[config.mk]
export PLATFORM = sky130hd
export DESIGN_NAME = draw_cursor_sprite_flat
export DESIGN_NICKNAME = d
export VERILOG_FILES = /design/src/rtl/draw_cursor_sprite_pkg.sv /design/src/rtl/draw_cursor_sprite_if.sv /design/src/rtl/draw_cursor_sprite_rom.sv /design/src/rtl/draw_cursor_sprite.sv /design/src/flat_wrapper.sv
export SDC_FILE = /design/constraint.sdc
export NUM_CORES = 1
export LEC_CHECK = 0
export CORE_MARGIN = 2
export CORE_UTILIZATION = 33
export DETAILED_ROUTE_END_ITERATION = 6
export GPL_TIMING_DRIVEN = 0
export MAX_ROUTING_LAYER = met4
export PLACE_DENSITY = 0.63
export SYNTH_ARGS = -nofsm -noshare
export SYNTH_HDL_FRONTEND = slang
export SYNTH_SLANG_ARGS = --single-unit
[constraint.sdc]
create_clock -name clk -period 2.7 [get_ports clk]
set_input_delay 0.54 -clock clk [delete_from_list [all_inputs] [get_ports clk]]
set_output_delay 0.54 -clock clk [all_outputs]
set_load 0.005 [all_outputs]
[src/rtl/draw_cursor_sprite_pkg.sv]
// Shared types, constants and sprite bitmap generator for the cursor overlay stage.
package draw_cursor_sprite_pkg;

    localparam int unsigned HC_W      = 11;
    localparam int unsigned RGB_W     = 12;
    localparam int unsigned CUR_PIX_W = 2;

    localparam logic [RGB_W-1:0] COL_BLACK = 12'h000;
    localparam logic [RGB_W-1:0] COL_WHITE = 12'hFFF;

    typedef enum logic [1:0] {
        CUR_HIDDEN = 2'b00,
        CUR_ARROW  = 2'b01,
        CUR_CROSS  = 2'b10
    } cursor_mode_t;

    typedef enum logic {
        PH_VISIBLE = 1'b0,
        PH_HIDDEN  = 1'b1
    } blink_phase_t;

    typedef struct packed {
        logic [HC_W-1:0]  hcount;
        logic [HC_W-1:0]  vcount;
        logic             hsync;
        logic             vsync;
        logic             hblnk;
        logic             vblnk;
        logic [RGB_W-1:0] rgb;
    } vga_t;

    function automatic cursor_mode_t decode_mode(input logic [1:0] m);
        case (m)
            2'b01:   return CUR_ARROW;
            2'b10:   return CUR_CROSS;
            default: return CUR_HIDDEN;
        endcase
    endfunction

    // Bank 0: left-aligned triangular arrow (outline edges, filled body).
    // Bank 1: one-pixel inverting crosshair through the sprite centre.
    function automatic logic [CUR_PIX_W-1:0] cursor_pixel(
        input logic        bank,
        input int unsigned row,
        input int unsigned col,
        input int unsigned w,
        input int unsigned h
    );
        if (!bank) begin
            if (col > row)                                return 2'd0;
            if (row == h - 1 || col == 0 || col == row)   return 2'd1;
            return 2'd2;
        end
        if (row == h / 2 || col == w / 2) return 2'd3;
        return 2'd0;
    endfunction

endpackage

[src/rtl/draw_cursor_sprite_if.sv]
// VGA timing + colour bundle passed between pipeline stages.
interface vga_if;
    import draw_cursor_sprite_pkg::*;

    logic [HC_W-1:0]  hcount;
    logic [HC_W-1:0]  vcount;
    logic             hsync;
    logic             vsync;
    logic             hblnk;
    logic             vblnk;
    logic [RGB_W-1:0] rgb;

    modport master (output hcount, vcount, hsync, vsync, hblnk, vblnk, rgb);
    modport slave  (input  hcount, vcount, hsync, vsync, hblnk, vblnk, rgb);
endinterface

[src/rtl/draw_cursor_sprite_rom.sv]
// Two-bank 2-bit cursor sprite ROM, synchronous read with one cycle of latency.
module cursor_rom
    import draw_cursor_sprite_pkg::*;
#(
    parameter int unsigned SPRITE_W = 16,
    parameter int unsigned SPRITE_H = 16,
    localparam int unsigned AW_X = $clog2(SPRITE_W),
    localparam int unsigned AW_Y = $clog2(SPRITE_H),
    localparam int unsigned AW   = 1 + AW_Y + AW_X
) (
    input  logic                 clk,
    input  logic [AW-1:0]        addr_i,
    output logic [CUR_PIX_W-1:0] data_o
);

    logic [CUR_PIX_W-1:0] data_q;

    always_ff @(posedge clk) begin
        data_q <= cursor_pixel(addr_i[AW-1],
                               int'(addr_i[AW_Y+AW_X-1:AW_X]),
                               int'(addr_i[AW_X-1:0]),
                               SPRITE_W, SPRITE_H);
    end

    assign data_o = data_q;

endmodule

[src/rtl/draw_cursor_sprite.sv]
// Cursor overlay stage: per-frame position latch, blink control, hit test and
// a two-cycle pipeline that mixes sprite colours into the incoming pixel stream.
module draw_cursor_sprite
    import draw_cursor_sprite_pkg::*;
#(
    parameter int unsigned      SPRITE_W     = 16,
    parameter int unsigned      SPRITE_H     = 16,
    parameter int unsigned      BLINK_FRAMES = 30,
    parameter logic [RGB_W-1:0] COL_OUTLINE  = COL_BLACK,
    parameter logic [RGB_W-1:0] COL_FILL     = COL_WHITE
) (
    input  logic        clk,
    input  logic        rst,
    input  logic [11:0] xpos,
    input  logic [11:0] ypos,
    input  logic [1:0]  mode,
    input  logic        blink_en,
    vga_if.slave        in,
    vga_if.master       out
);

    localparam int unsigned AW_X = $clog2(SPRITE_W);
    localparam int unsigned AW_Y = $clog2(SPRITE_H);
    localparam int unsigned CW   = (BLINK_FRAMES > 1) ? $clog2(BLINK_FRAMES) : 1;
    localparam logic [CW-1:0] CNT_LAST = CW'(BLINK_FRAMES - 1);

    logic         vblnk_prev_q;
    logic         vblnk_rise;
    logic [11:0]  x_l_q, y_l_q;
    cursor_mode_t mode_l_q;

    blink_phase_t phase_q, phase_d;
    logic [CW-1:0] cnt_q, cnt_d;
    logic          visible;

    logic [12:0] hc13, vc13, xl13, yl13;
    logic        hit_s1;
    logic [AW_X-1:0] col;
    logic [AW_Y-1:0] row;
    logic [CUR_PIX_W-1:0] rom_data;

    vga_t s1_d, s1_q, s2_d, s2_q;
    logic hit1_q;

    assign vblnk_rise = in.vblnk & ~vblnk_prev_q;

    always_ff @(posedge clk) begin
        if (rst) begin
            vblnk_prev_q <= 1'b0;
            x_l_q        <= '0;
            y_l_q        <= '0;
            mode_l_q     <= CUR_HIDDEN;
        end else begin
            vblnk_prev_q <= in.vblnk;
            if (vblnk_rise) begin
                x_l_q    <= xpos;
                y_l_q    <= ypos;
                mode_l_q <= decode_mode(mode);
            end
        end
    end

    always_ff @(posedge clk) begin
        if (rst) begin
            phase_q <= PH_VISIBLE;
            cnt_q   <= '0;
        end else begin
            phase_q <= phase_d;
            cnt_q   <= cnt_d;
        end
    end

    always_comb begin
        phase_d = phase_q;
        cnt_d   = cnt_q;
        if (!blink_en) begin
            phase_d = PH_VISIBLE;
            cnt_d   = '0;
        end else if (vblnk_rise) begin
            if (cnt_q == CNT_LAST) begin
                cnt_d   = '0;
                phase_d = (phase_q == PH_VISIBLE) ? PH_HIDDEN : PH_VISIBLE;
            end else begin
                cnt_d = cnt_q + 1'b1;
            end
        end
    end

    assign visible = (mode_l_q == CUR_ARROW || mode_l_q == CUR_CROSS)
                   && (phase_q == PH_VISIBLE || !blink_en);

    // 13-bit compare keeps x+SPRITE_W from wrapping back onto the left edge.
    assign hc13 = {2'b00, in.hcount};
    assign vc13 = {2'b00, in.vcount};
    assign xl13 = {1'b0, x_l_q};
    assign yl13 = {1'b0, y_l_q};

    assign hit_s1 = (hc13 >= xl13) && (hc13 < xl13 + 13'(SPRITE_W))
                 && (vc13 >= yl13) && (vc13 < yl13 + 13'(SPRITE_H))
                 && !in.hblnk && !in.vblnk && visible;

    assign col = AW_X'({1'b0, in.hcount} - x_l_q);
    assign row = AW_Y'({1'b0, in.vcount} - y_l_q);

    cursor_rom #(
        .SPRITE_W (SPRITE_W),
        .SPRITE_H (SPRITE_H)
    ) u_rom (
        .clk    (clk),
        .addr_i ({mode_l_q == CUR_CROSS, row, col}),
        .data_o (rom_data)
    );

    always_comb begin
        s1_d.hcount = in.hcount;
        s1_d.vcount = in.vcount;
        s1_d.hsync  = in.hsync;
        s1_d.vsync  = in.vsync;
        s1_d.hblnk  = in.hblnk;
        s1_d.vblnk  = in.vblnk;
        s1_d.rgb    = in.rgb;
    end

    always_comb begin
        s2_d = s1_q;
        if (hit1_q) begin
            case (rom_data)
                2'd1:    s2_d.rgb = COL_OUTLINE;
                2'd2:    s2_d.rgb = COL_FILL;
                2'd3:    s2_d.rgb = ~s1_q.rgb;
                default: s2_d.rgb = s1_q.rgb;
            endcase
        end
    end

    always_ff @(posedge clk) begin
        if (rst) begin
            s1_q   <= '0;
            hit1_q <= 1'b0;
            s2_q   <= '0;
        end else begin
            s1_q   <= s1_d;
            hit1_q <= hit_s1;
            s2_q   <= s2_d;
        end
    end

    assign out.hcount = s2_q.hcount;
    assign out.vcount = s2_q.vcount;
    assign out.hsync  = s2_q.hsync;
    assign out.vsync  = s2_q.vsync;
    assign out.hblnk  = s2_q.hblnk;
    assign out.vblnk  = s2_q.vblnk;
    assign out.rgb    = s2_q.rgb;

endmodule

[src/flat_wrapper.sv]
// flat-port wrapper written by rule: the top's interface ports become plain ports
module draw_cursor_sprite_flat import draw_cursor_sprite_pkg::*;
#(
    parameter int unsigned      SPRITE_W     = 16,
    parameter int unsigned      SPRITE_H     = 16,
    parameter int unsigned      BLINK_FRAMES = 30,
    parameter logic [RGB_W-1:0] COL_OUTLINE  = COL_BLACK,
    parameter logic [RGB_W-1:0] COL_FILL     = COL_WHITE
)
  (clk, rst, xpos, ypos, mode, blink_en, in_hcount, in_vcount, in_hsync, in_vsync, in_hblnk, in_vblnk, in_rgb, out_hcount, out_vcount, out_hsync, out_vsync, out_hblnk, out_vblnk, out_rgb);
  vga_if in_i ();
  vga_if out_i ();
  input  logic clk;
  input  logic rst;
  input  logic [11:0] xpos;
  input  logic [11:0] ypos;
  input  logic [1:0] mode;
  input  logic blink_en;
  input wire logic [$bits(in_i.hcount)-1:0] in_hcount;
  input wire logic [$bits(in_i.vcount)-1:0] in_vcount;
  input wire logic [$bits(in_i.hsync)-1:0] in_hsync;
  input wire logic [$bits(in_i.vsync)-1:0] in_vsync;
  input wire logic [$bits(in_i.hblnk)-1:0] in_hblnk;
  input wire logic [$bits(in_i.vblnk)-1:0] in_vblnk;
  input wire logic [$bits(in_i.rgb)-1:0] in_rgb;
  output wire logic [$bits(out_i.hcount)-1:0] out_hcount;
  output wire logic [$bits(out_i.vcount)-1:0] out_vcount;
  output wire logic [$bits(out_i.hsync)-1:0] out_hsync;
  output wire logic [$bits(out_i.vsync)-1:0] out_vsync;
  output wire logic [$bits(out_i.hblnk)-1:0] out_hblnk;
  output wire logic [$bits(out_i.vblnk)-1:0] out_vblnk;
  output wire logic [$bits(out_i.rgb)-1:0] out_rgb;
  assign in_i.hcount = in_hcount;
  assign in_i.vcount = in_vcount;
  assign in_i.hsync = in_hsync;
  assign in_i.vsync = in_vsync;
  assign in_i.hblnk = in_hblnk;
  assign in_i.vblnk = in_vblnk;
  assign in_i.rgb = in_rgb;
  assign out_hcount = out_i.hcount;
  assign out_vcount = out_i.vcount;
  assign out_hsync = out_i.hsync;
  assign out_vsync = out_i.vsync;
  assign out_hblnk = out_i.hblnk;
  assign out_vblnk = out_i.vblnk;
  assign out_rgb = out_i.rgb;
  draw_cursor_sprite #(.SPRITE_W(SPRITE_W), .SPRITE_H(SPRITE_H), .BLINK_FRAMES(BLINK_FRAMES), .COL_OUTLINE(COL_OUTLINE), .COL_FILL(COL_FILL)) u_core (.clk(clk), .rst(rst), .xpos(xpos), .ypos(ypos), .mode(mode), .blink_en(blink_en), .in(in_i), .out(out_i));
endmodule
==> impl_results.md <==
* Fillers at 1347
* Cell at the root of the clock tree: sky130_fd_sc_hd__clkbuf_16
* Area fraction in compound gates after synthesis at 11.5%
* Post-synthesis sequential area ratio at 46.8%
* Nets in the synthesized netlist at 628
* Average vias per placed instance at 4.61
* Effective utilization at floorplan at 34.0%
* Number of distinct library cells after synthesis at 46
* Sort of element at the start of the critical path: input port
* Peak Freq at 0.384 GHz
* Number of nets in the final layout at 745
* Worst Setup Path Type: input port to flip-flop
* Post-Route Hold Slack at 0.436 ns
* Ant diodes at 0
* Instance count of the mapped netlist at 514
* Dominant cell by count in the synthesized netlist: sky130_fd_sc_hd__dfxtp_1
* Worst Setup End Kind: flip-flop
* Placed inst area at 6010 um2
* Setup-failing EPs final at 0
* Crit share post-route at 96.4%
* Number of global-route vias before repair at 3700
* Largest net degree at the start of global routing at 19
* Status: completed
* Path class of the lowest-slack min-delay path: flip-flop to flip-flop
* Detailed placer's ending HPWL at 8820 um
* Post-route cell area at 6320 um2
* Critical path data required time at 2.99 ns
* Max-slew violation count at 0
* Antenna violations before repair at 0
* Number of sinks handled by clock tree synthesis at 111
* Overall die width at 124 um
* CP Max Fanout at 2
* Worst slew slack as a fraction of its limit at 59.6%
* Final Instance Count excl. Fillers at 815
* Power density relative to cell area at 562 nW/um2
* Total of flip-flops plus latches after synthesis at 111
* Final estimated routing congestion in global placement at 0.811
* Bufs on Longest Clock Path at 2
* Cell area after synthesis at 4740 um2
* Synth Area in Simple Gates at 21.6%
* Clock insertion delay at the later pin of the skew report at 0.35 ns
* Wire length after detailed routing at 11200 um
* Average wire per cell in the routed design at 13.8 um
* Post-synthesis xor/xnor area fraction at 3.14%
* Share of the synthesized area in the top cell type at 46.8%
* Count of synthesis-stage warnings from yosys at 0
* Total DRC errors in the routed layout at 0
* Total via count after detailed routing at 3757
* Number of detailed-routing iterations run before antenna repair at 4
* Die H at 124 um
* Async set-or-reset flop fraction in the synthesized netlist at 0%
* Post-route antenna net violation count at 0
* Global routing met3 resource utilization at 4.21%
* Dominant combinational cell family by area after synthesis: simple AND/OR/NAND/NOR gates
* Routing usage on met1 at 19.2%
* Critical path arrival at 2.89 ns
* Post-route minimum period at 2.60 ns
* Number of top-level pins at 105
* Area occupied by multi-input gates at 2360 um2
* Share of layout cells above drive strength 1 at 5.20%
* Post-synth top cells: sky130_fd_sc_hd__dfxtp_1, sky130_fd_sc_hd__nor2b_1, sky130_fd_sc_hd__nand2_1, sky130_fd_sc_hd__a21oi_1, sky130_fd_sc_hd__ha_1
* Area share of fa/ha/maj cells after synthesis at 12.7%
* Final Hold Violating Endpoints at 0
* All-layer global routing usage at 15.8%
* Initial detailed-routing violation count at 182
* GR Util met2 at 25.4%
* Count of placed standard cells including taps at 798
* Core Rows at 43
* Global routing's busiest layer: met2
* Clock buffer count from CTS at 9
* Peak supply drop at 0.290 mV
* R2r setup slk at 0.42 ns
* Sequential cell area at 2220 um2
* Overall overflow remaining after global route at 0
* Number of buffer cells added on primary ports at 104
* Main flop type after synthesis: sky130_fd_sc_hd__dfxtp_1
* Wire length of the first global-routing pass at 18000 um
* Clock slew at reported path FFs at 0.07 ns
* CTS H-Tree Depth at 3
* Setup tns final at 0 ns
* Mux share of post-synthesis cell area at 0.211%
* Total die area at 15300 um2
* Core Area at 13900 um2
* Number of hold buffers added after CTS at 0
* Number of synthesized flops with an enable pin at 0
* Top cells by area, synth: sky130_fd_sc_hd__dfxtp_1, sky130_fd_sc_hd__ha_1, sky130_fd_sc_hd__nor2b_1
* Area added between synthesis and finish at 33.2%
* Leakage Power at 2.47 nW
* Worst slew pin tran at 0.606 ns
* Worst clock skew at 0.00775 ns
* Syn Area/Cell at 9.23 um2
* Clock tree from TritonCTS: built
* Setup repair after global routing missed its margin: false
* Largest area contributor in the netlist: sky130_fd_sc_hd__dfxtp_1
* Fin util at 45.4%
* Count of maximum capacitance violations at 0
[state kept, by name (all words and copies together), names as in the netlist]
register / cells
u_core.cnt_q: 5
u_core.out.vblnk: 1
u_core.out.hblnk: 1
u_core.out.rgb: 12
u_core.x_l_q: 12
u_core.out.hsync: 1
u_core.out.vsync: 1
u_core.out.hcount: 11
u_core.phase_q: 1
u_core.s1_q: 38
u_core.y_l_q: 12
u_core.out.vcount: 11
u_core.hit1_q: 1
u_core.mode_l_q: 2
u_core.u_rom.data_o: 2
[cells in the final DEF (no fill, tap or decap), types with 6 or more instances in the layout]
cell type                         instances
sky130_fd_sc_hd__a21o_1                   8
sky130_fd_sc_hd__clkbuf_16                9
sky130_fd_sc_hd__nor2_1                  35
sky130_fd_sc_hd__ha_1                    43
sky130_fd_sc_hd__o21ai_0                  6
sky130_fd_sc_hd__clkdlybuf4s50_1        104
sky130_fd_sc_hd__a21oi_1                 47
sky130_fd_sc_hd__clkbuf_1                16
sky130_fd_sc_hd__inv_1                   27
sky130_fd_sc_hd__nand2_1                 60
sky130_fd_sc_hd__xnor2_1                 11
sky130_fd_sc_hd__dfxtp_1                111
sky130_fd_sc_hd__nor2b_1                 65
sky130_fd_sc_hd__nand3_1                 11
[cells by family after synthesis]
logic type,after synthesis
adder cells (fa/ha/maj),47
buffers and inverters,50
AO/OA/AOI/OAI,88
flip-flops,111
XOR/XNOR,17
multiplexers,1
AND/OR/NAND/NOR,200
[power breakdown]
part / leakage (nW) / internal [mW] / switching [mW]
Combinational: 1.42 / 0.297 / 0.259
Sequential: 0.916 / 1.72 / 0.0385
Clock: 0.132 / 0.626 / 0.610
[final timing paths]
kind	startpoint	end	depth (start not counted)
max reg2reg	u_core.y_l_q[6]	u_core.hit1_q	9
max	in_vcount[0]	u_core.u_rom.data_o[1]	13
min reg2reg	u_core.s1_q[24]	u_core.out.vcount[8]	1
min	u_core.s1_q[24]	u_core.out.vcount[8]	1
[worst max-delay path, stage by stage]
cell	delay, ns
sky130_fd_sc_hd__clkdlybuf4s50_1	0.42
sky130_fd_sc_hd__inv_2	0.08
sky130_fd_sc_hd__ha_2	0.18
sky130_fd_sc_hd__inv_1	0.06
sky130_fd_sc_hd__fa_1	0.56
sky130_fd_sc_hd__inv_2	0.07
sky130_fd_sc_hd__ha_4	0.23
sky130_fd_sc_hd__nor2b_1	0.12
sky130_fd_sc_hd__o21a_1	0.16
sky130_fd_sc_hd__o21a_1	0.18
sky130_fd_sc_hd__o21ai_2	0.10
sky130_fd_sc_hd__nand2b_1	0.07
sky130_fd_sc_hd__o21ai_1	0.11
[layer usage]
metal  vias to the layer above  routed length, um
li1                       1938                  -
met3                        13                583
met1                      1724               5000
met5                         -                  0
met4                         0                212
met2                        82               5440
[through the flow]
step	worst slack, ns	total power [mW]
floorplan	0.215	2.09
global placement	-0.371	2.32
detailed placement	-0.439	2.34
CTS	0.00268	3.59
global route	0.0156	3.73
finish	0.0967	3.55
[area by class of cell]
type,instances,share of cell area (%)
Timing Repair Buffer,106,16.7
Clock buffer,9,3.56
Clock inverter,6,0.693
Tap cell,180,3.56
Buffer,19,1.13
Inverter,31,1.84
Multi-Input combinational cell,353,37.3
Sequential cell,111,35.2
[timing repair]
item / 4_1_cts / 5_1_grt
cloned: 0 / 0
resized for setup: 2 / 7
setup buffers: 1 / 1
pin swaps: 1 / 2
endpoints found under the setup margin: 2 / 2
Power figures use the tool's default switching activity.
